===== config.mk =====
export PLATFORM = sky130hd
export DESIGN_NAME = mem_arbiter
export DESIGN_NICKNAME = d
export VERILOG_FILES = /design/src/rtl/mem_arbiter.sv
export SDC_FILE = /design/constraint.sdc
export NUM_CORES = 1
export LEC_CHECK = 0
export BUFFER_PORTS_ARGS = -buffer_cell sky130_fd_sc_hd__buf_2
export CAP_MARGIN = 25
export CELL_PAD_IN_SITES_DETAIL_PLACEMENT = 0
export CELL_PAD_IN_SITES_GLOBAL_PLACEMENT = 1
export CORE_MARGIN = 1
export CORE_UTILIZATION = 33
export DETAILED_ROUTE_END_ITERATION = 16
export PLACE_DENSITY = 0.77
export SYNTH_ARGS = -nofsm -noshare
export SYNTH_HDL_FRONTEND = slang
export SYNTH_SLANG_ARGS = --single-unit
export TNS_END_PERCENT = 50

===== constraint.sdc =====
create_clock -name clk -period 9.5 [get_ports clk]
set_input_delay 1.425 -clock clk [delete_from_list [all_inputs] [get_ports clk]]
set_output_delay 1.425 -clock clk [all_outputs]
set_load 0.01 [all_outputs]

===== src/rtl/mem_arbiter.sv =====
// Two-port (instruction fetch / data) arbiter in front of a single shared memory bus.
// Data has priority; a starve counter guarantees fetch a grant after STARVE_LIMIT data grants.
module mem_arbiter #(
  parameter int unsigned STARVE_LIMIT = 4
) (
  input  logic        clk,
  input  logic        rst,
  input  logic        if_req,
  input  logic [31:0] if_addr,
  output logic        if_ack,
  output logic [31:0] if_rdata,
  input  logic        d_req,
  input  logic        d_rw,
  input  logic [1:0]  d_size,
  input  logic [31:0] d_addr,
  input  logic [31:0] d_wdata,
  output logic        d_ack,
  output logic [31:0] d_rdata,
  output logic [31:0] mem_addr,
  output logic [1:0]  mem_size,
  output logic        mem_rw,
  output logic [31:0] mem_wdata,
  output logic        mem_wdata_oe,
  input  logic [31:0] mem_rdata,
  output logic        busy,
  output logic        grant
);

  typedef enum logic [1:0] {IDLE, ADDR, DATA, RESP} state_e;

  localparam int unsigned    CW    = (STARVE_LIMIT > 0) ? $clog2(STARVE_LIMIT + 1) : 1;
  localparam logic [CW-1:0]  LIMIT = CW'(STARVE_LIMIT);

  state_e        state_q, state_d;
  logic          grant_q, grant_d;
  logic [CW-1:0] starve_q, starve_d;
  logic [31:0]   lat_addr_q, lat_addr_d;
  logic [31:0]   lat_wdata_q, lat_wdata_d;
  logic [1:0]    lat_size_q, lat_size_d;
  logic          lat_rw_q, lat_rw_d;
  logic [31:0]   mem_addr_q, mem_addr_d;
  logic [31:0]   mem_wdata_q, mem_wdata_d;
  logic [1:0]    mem_size_q, mem_size_d;
  logic          mem_rw_q, mem_rw_d;
  logic          mem_oe_q, mem_oe_d;
  logic          if_ack_q, if_ack_d;
  logic          d_ack_q, d_ack_d;
  logic [31:0]   if_rdata_q, if_rdata_d;
  logic [31:0]   d_rdata_q, d_rdata_d;
  logic          busy_q, busy_d;
  logic          any_req, data_wins, on_bus;

  function automatic logic [31:0] zext(input logic [1:0] size, input logic [31:0] value);
    case (size)
      2'b01:   return {24'b0, value[7:0]};
      2'b10:   return {16'b0, value[15:0]};
      default: return value;
    endcase
  endfunction

  always_comb begin
    // NOTE: every *_d gets a default before the case so no path leaves one unassigned (no latch).
    state_d     = state_q;
    grant_d     = grant_q;
    starve_d    = starve_q;
    lat_addr_d  = lat_addr_q;
    lat_wdata_d = lat_wdata_q;
    lat_size_d  = lat_size_q;
    lat_rw_d    = lat_rw_q;
    if_rdata_d  = if_rdata_q;
    d_rdata_d   = d_rdata_q;
    if_ack_d    = 1'b0;
    d_ack_d     = 1'b0;

    any_req   = if_req | d_req;
    data_wins = d_req & ~(if_req & (starve_q == LIMIT));

    case (state_q)
      IDLE: begin
        if (any_req) begin
          grant_d = data_wins;
          if (data_wins) begin
            lat_addr_d  = d_addr;
            lat_size_d  = d_size;
            lat_rw_d    = d_rw;
            lat_wdata_d = d_wdata;
            // A zero-size access never touches the bus and completes with zero data.
            if (d_size == 2'b00) begin
              state_d   = RESP;
              d_ack_d   = 1'b1;
              d_rdata_d = '0;
            end else begin
              state_d = ADDR;
            end
          end else begin
            lat_addr_d  = if_addr;
            lat_size_d  = 2'b11;
            lat_rw_d    = 1'b0;
            lat_wdata_d = '0;
            state_d     = ADDR;
          end
        end
      end
      ADDR: begin
        if (lat_rw_q) begin
          state_d  = RESP;
          d_ack_d  = grant_q;
          if_ack_d = ~grant_q;
        end else begin
          state_d = DATA;
        end
      end
      DATA: begin
        state_d = RESP;
        if (grant_q) begin
          d_ack_d   = 1'b1;
          d_rdata_d = zext(lat_size_q, mem_rdata);
        end else begin
          if_ack_d   = 1'b1;
          if_rdata_d = zext(lat_size_q, mem_rdata);
        end
      end
      RESP:    state_d = IDLE;
      default: state_d = IDLE;
    endcase

    if (!if_req) begin
      starve_d = '0;
    end else if (state_q == IDLE && any_req) begin
      if (!data_wins)              starve_d = '0;
      else if (starve_q != LIMIT)  starve_d = starve_q + CW'(1);
    end

    // Bus outputs are registered from the next state so they line up with ADDR/DATA exactly.
    on_bus      = (state_d == ADDR) || (state_d == DATA);
    mem_addr_d  = on_bus ? lat_addr_d  : '0;
    mem_size_d  = on_bus ? lat_size_d  : 2'b00;
    mem_rw_d    = on_bus & lat_rw_d;
    mem_wdata_d = on_bus ? lat_wdata_d : '0;
    mem_oe_d    = on_bus & lat_rw_d;
    busy_d      = (state_d != IDLE);
  end

  // NOTE: reset is asynchronous here, so an abort clears every flop immediately, mid-cycle.
  always_ff @(posedge clk or posedge rst) begin
    if (rst) begin
      state_q     <= IDLE;
      grant_q     <= 1'b0;
      starve_q    <= '0;
      lat_addr_q  <= '0;
      lat_wdata_q <= '0;
      lat_size_q  <= 2'b00;
      lat_rw_q    <= 1'b0;
      mem_addr_q  <= '0;
      mem_wdata_q <= '0;
      mem_size_q  <= 2'b00;
      mem_rw_q    <= 1'b0;
      mem_oe_q    <= 1'b0;
      if_ack_q    <= 1'b0;
      d_ack_q     <= 1'b0;
      if_rdata_q  <= '0;
      d_rdata_q   <= '0;
      busy_q      <= 1'b0;
    end else begin
      // NOTE: non-blocking assignments so every flop samples the pre-edge value of its peers.
      state_q     <= state_d;
      grant_q     <= grant_d;
      starve_q    <= starve_d;
      lat_addr_q  <= lat_addr_d;
      lat_wdata_q <= lat_wdata_d;
      lat_size_q  <= lat_size_d;
      lat_rw_q    <= lat_rw_d;
      mem_addr_q  <= mem_addr_d;
      mem_wdata_q <= mem_wdata_d;
      mem_size_q  <= mem_size_d;
      mem_rw_q    <= mem_rw_d;
      mem_oe_q    <= mem_oe_d;
      if_ack_q    <= if_ack_d;
      d_ack_q     <= d_ack_d;
      if_rdata_q  <= if_rdata_d;
      d_rdata_q   <= d_rdata_d;
      busy_q      <= busy_d;
    end
  end

  assign if_ack       = if_ack_q;
  assign if_rdata     = if_rdata_q;
  assign d_ack        = d_ack_q;
  assign d_rdata      = d_rdata_q;
  assign mem_addr     = mem_addr_q;
  assign mem_size     = mem_size_q;
  assign mem_rw       = mem_rw_q;
  assign mem_wdata    = mem_wdata_q;
  assign mem_wdata_oe = mem_oe_q;
  assign busy         = busy_q;
  assign grant        = grant_q;

endmodule


* After elaboration in Yosys (flattened, before gate mapping) *
Index checks and enable logic that the tools add are counted.

cells by class
  muxes and demuxes = 39
  reductions and logical operators = 10
  bitwise gates (word level) = 6
  add/subtract/negate cells = 1
  eq/ne operators = 15

operators with widths
  kind                                                    number
  2-to-1 mux 32 bit                                       12
  one-hot mux 32 bit (2 select lines)                     2
  2-to-1 mux 2 bit                                        7
  2-to-1 mux 3 bit                                        4
  2-to-1 mux 1 bit                                        11
  == test 2 bit (second input constant)                   4
  inequality test 2 bit (second input constant)           4
  one-hot mux 2 bit (4 select lines)                      1
  == test 2 x 1 -> 1 bit (second input constant)          3
  AND reduction 2 bit                                     3
  AND reduction 5 bit                                     1
  zero test 2 bit                                         2
  nonzero test 2 bit                                      2
  adder 3 x 1 -> 3 bit (second input constant)            1
  AND 1 bit                                               3
  == test 3 bit (second input constant)                   1
  inequality test 3 x 2 -> 1 bit (second input constant)  1
  inequality test 3 bit (second input constant)           1
  one-hot mux 1 bit (3 select lines)                      1
  inequality test 2 x 1 -> 1 bit (second input constant)  1
  NOT 1 bit                                               2
  one-hot mux 1 bit (2 select lines)                      1
  logical AND 1 bit                                       1
  logical OR 1 bit                                        1
  OR 1 bit                                                1

storage, ports and cells
  register bits after elaboration = 207
  logic and storage cells = 87
  output and inout port bits = 136
  input bits = 135

* Depth between registers and ports, before layout *
  depth after elaboration = 10
  mapped depth = 11
  gate-level depth less buffers = 8

* Worst setup path before layout *
Ideal clock, no wire load.

  kind = input to register
  from = input d_req
  to = register mem_wdata_q[10] (netlist: mem_wdata[10])
  stages = 9
  setup time = 132 ps
  data required time = 9368 ps
  path buffers = 4
  arrival time = 3172 ps
  slack = 6197 ps
  cells stage by stage = buf_2 > buf_1 > a32oi_1 > a21o_1 > ha_1 > inv_1 > clkbuf_1 > clkbuf_1 > nor2_1

between the ends
  word-level cells in the longest chain between the ends = 7
  elaborated cells between the ends (all ways) = 12
  classes of those cells = 2 x eq/ne; 7 x mux; 2 x bitwise; 1 x reduce/logical

RTL lines
  item                                                     line  source
  from (decl)                                              12    input logic d_req,
  AND 1 bit                                                76    data_wins = d_req & ~(if_req & (starve_q == LIMIT));
  2-to-1 mux 2 bit                                         82    if (data_wins) begin
  2-to-1 mux 2 bit                                         80    if (any_req) begin
  one-hot mux 2 bit (4 select lines)                       78    case (state_q)
  == test 2 x 1 -> 1 bit or == test 2 bit (tied branches)  135   on_bus = (state_d == ADDR) || (state_d == DATA);
  logical OR 1 bit                                         135
  2-to-1 mux 32 bit *                                      139   mem_wdata_d = on_bus ? lat_wdata_d : '0;
  via mem_wdata_d[10]                                      42    logic [31:0] mem_wdata_q, mem_wdata_d;
  to (signal assigned)                                     174   mem_wdata_q <= mem_wdata_d;
  to (decl)                                                42

Mark *: on every way through the listed nets, which the timed path passes. The rest lies on a longest branch.
A chain may end at the register's enable or synchronous reset.

* Final worst setup path *
  from = input d_req
  to = register mem_addr_q[30] (netlist: mem_addr[30])

between the ends
  word-level cells in the longest chain between the ends = 7
  elaborated cells between the ends (all ways) = 12
  classes of those cells = 2 x eq/ne; 7 x mux; 2 x bitwise; 1 x reduce/logical

RTL lines
  item                                                     line  source
  AND 1 bit                                                76
  2-to-1 mux 2 bit                                         82
  2-to-1 mux 2 bit                                         80
  one-hot mux 2 bit (4 select lines)                       78
  == test 2 x 1 -> 1 bit or == test 2 bit (tied branches)  135
  logical OR 1 bit                                         135
  2-to-1 mux 32 bit *                                      136   mem_addr_d = on_bus ? lat_addr_d : '0;
  via mem_addr_d[30]                                       41    logic [31:0] mem_addr_q, mem_addr_d;
  to (signal assigned)                                     173   mem_addr_q <= mem_addr_d;
  to (decl)                                                41

Marked as above.

==> metrics <==
peak per-stage delay on the critical path 560 ps; final clock period utilization by the worst path about 36%; IR drop worst, VDD 205 uV; final period demand of the worst path 3380 ps; worst clock skew roughly 15 ps; met3 usage in global routing 4.17%; vertical die dimension 165 microns; number of port buffers 270; count of final max-slew check failures 0; GR met2 Demand/Resource 29.2%; Seq/Total Area, Yosys 59.2%; count of buffer and inverter cells on the critical path 3; cell type with the highest aggregate area in the netlist dfrtp_1; number of standard cells after synthesis 807; count of flip-flops with a built-in enable after synthesis 0; Crit path required time 9870 ps; post-synth top area share 59.2%; area of the mapped netlist 8760 sq um; switching power 1580 uW; Tightest Hold Check Type register to register; synthesized area per cell roughly 11 sq um; most frequent cell on the critical path buf_4; prevailing post-synth register cell dfrtp_1; fraction of layout instances using a drive strength above 1 32.6%; result of the run finished clean; switching part of the total power 38.9%; Arrival @ worst endpoint 3750 ps; CTS tree done; Post-Place Cell Area 10,300 sq um; initial cell density of the core 33.6%; element type at the critical path end register; total power per unit cell area 363 nW/um^2; Gates resized, CTS repair 0; least setup slack across all paths after layout 6120 ps; sequential group share of total power 34.9%; number of CTS-inserted buffers 25; number of hold violations in the final report 0; Post-Place Setup Slack 5580 ps; endpoints failing setup 0; setup tns final 0 ps; number of sinks driven by the clock tree between 200 and 250; top-level port count 271; number of global-route vias before repair 7,088; most common cell in the synthesized netlist dfrtp_1; measured slew at the worst slew-check pin approximately 1000 ps; number of nets still failing antenna checks after routing 0; CTS H-tree depth 1; part of the power in the clock network approximately a quarter; number of antenna violations at the first check in global routing 4; #FFs+latches synth 207; setup repair after global routing missed its margin false; Synth warnings 0; critical-path cell with the highest stage delay buf_4; Gate power share around two fifths; total iterations of the first detailed-routing run 5; Max Fclk a little under 300 MHz; clk slew on worst S/H paths around 60 ps; DRC marker count from the first detailed-route iteration 497; Critical Path, Cell by Cell buf_4 -> a32oi_1 -> a21o_1 -> ha_1 -> inv_2 -> buf_4 -> nor4_1; fillcell total 2,526; final weighted congestion in routability-driven placement 0.792; detailed-route wire length per cell 17.9 microns; global-route wire length before repair 38.5 mm; global-route congestion overflow total 0; root cell of the clock tree clkbuf_16; post-route cell area around 11,000 sq um; die area 27,200 sq um; detailed placer's ending HPWL 15.5 mm; worst slew slack as a fraction of its limit 33.2%; core outline area 26,100 sq um; P&R area growth vs syn 27.8%; most area-consuming cells after synthesis dfrtp_1 (59%), a32oi_1 (3.4%), nand2_1 (3.2%), nor2_1 (3.1%), a211oi_1 (2.7%); M1 GR Usage a little under a quarter; number of rows created at floorplan 59; Final #Nets between 1,000 and 1,500; routed wire length 25.0 mm; family with the most delay on the worst path buffers and inverters; startpoint-to-endpoint class of the critical path input port to register; total routing resource utilization after global routing approximately 18%; kind of start point of the critical path input port; overall die width 165 microns; FFs w/ async S/R, synth 100%; Pleak 0.00549 uW; vias after detailed routing 7,213; clock insertion delay at the later pin of the skew report 520 ps; count of buffers added by post-CTS timing repair for setup 0; internal cell power 2480 uW; DRC viols 0; largest net degree at the start of global routing 89; largest fanout on the critical path 71; number of buffers inserted for hold repair after clock tree synthesis 0; count of unique library cells instantiated by Yosys between 40 and 50; global routing's busiest layer met2; Vias per Instance 5.16; Syn Nets 951; total of max-cap violations 0; Bufs on Longest Clock Path 3; list of most frequent post-synthesis cells dfrtp_1 (207), nand2_1 (74), nor2_1 (73)
==> per-layer routing <==
layer / wire length [microns] / part of all wire, %
met2: 11600 / 46
met5: 0 / 0
met3: 1850 / 7.4
met1: 10800 / 43
met4: 693 / 2.8
==> worst paths after layout <==
kind / end / startpoint / cells past startpoint / slack, ps
max: mem_addr[30] / d_req / 7 / 6120
min: lat_wdata_q[16] / lat_wdata_q[16] / 2 / 460
max reg2reg: d_rdata[22] / state_q[0] / 6 / 6660
min reg2reg: lat_wdata_q[16] / lat_wdata_q[16] / 2 / 460
max in group asynchronous: lat_addr_q[0] / rst / 4 / 7230
min in group asynchronous: if_rdata[6] / rst / 2 / 980
==> kinds of logic after synthesis <==
kind of cell	after synthesis	synth area share [%]
compound gates	172	14.7
fa+ha+maj	9	1.29
buf+inv	121	6.23
flops	207	59.2
simple gates	298	18.6
==> cell type report <==
class | count | area [sq um] | share of cell area [%]
Clock buffer | 38 | 704 | 6.30
Sequential cell | 207 | 5180 | 46.3
Antenna cell | 4 | 10.0 | 0.0895
Clock inverter | 8 | 150 | 1.34
Inverter | 42 | 165 | 1.48
Timing Repair Buffer | 284 | 1500 | 13.4
Multi-Input combinational cell | 479 | 3060 | 27.3
Tap cell | 335 | 419 | 3.75
==> cells in the final DEF, fill, tap and decap left out, types with 18 or more instances in the layout <==
cell / instances
and2_1: 33
a32oi_1: 34
buf_2: 269
inv_1: 39
dfrtp_1: 207
clkbuf_16: 25
o21ai_0: 31
nor2_1: 73
o311ai_0: 26
a211oi_1: 32
nor4b_1: 18
nor3_1: 32
nand2_1: 74
nor4_1: 32
o31ai_1: 24
==> power by group through the flow <==
stage               Sequential (uW)  Combinational [uW]  Clock, uW
CTS                            1420                1670       1020
finish                         1420                1650        990
detailed placement             1430                1670          0
global placement               1430                1630          0
global route                   1460                1860       1050
floorplan                      1520                 989          0
==> worst register-to-register path, cell delays in order, from the launching register on <==
cell and delay, ps:
dfrtp_1 390, inv_1 130, ha_1 160, buf_4 360
inv_2 450, a31oi_4 940, o31ai_1 230
==> flip-flops by register name (all words and copies together), names as in the netlist <==
name,cells
mem_wdata,32
busy,1
if_ack,1
grant,1
lat_size_q,2
if_rdata,32
mem_wdata_oe,1
starve_q,3
d_rdata,32
state_q,2
mem_addr,32
lat_addr_q,32
mem_size,2
lat_rw_q,1
d_ack,1
lat_wdata_q,32
==> stage by stage <==
| stage | hold slack, ps | util, % | cells | power [uW] |
|---|---|---|---|---|
| global route | 495 | 42.9 | 1396 | 4370 |
| finish | 465 | 42.9 | 1397 | 4060 |
| CTS | 469 | 42.7 | 1391 | 4110 |
| global placement | 449 | 39.4 | 1344 | 3060 |
| detailed placement | 453 | 39.4 | 1345 | 3100 |
| floorplan | 438 | - | 807 | 2510 |
Note: power is estimated with default switching activity, not from simulation.
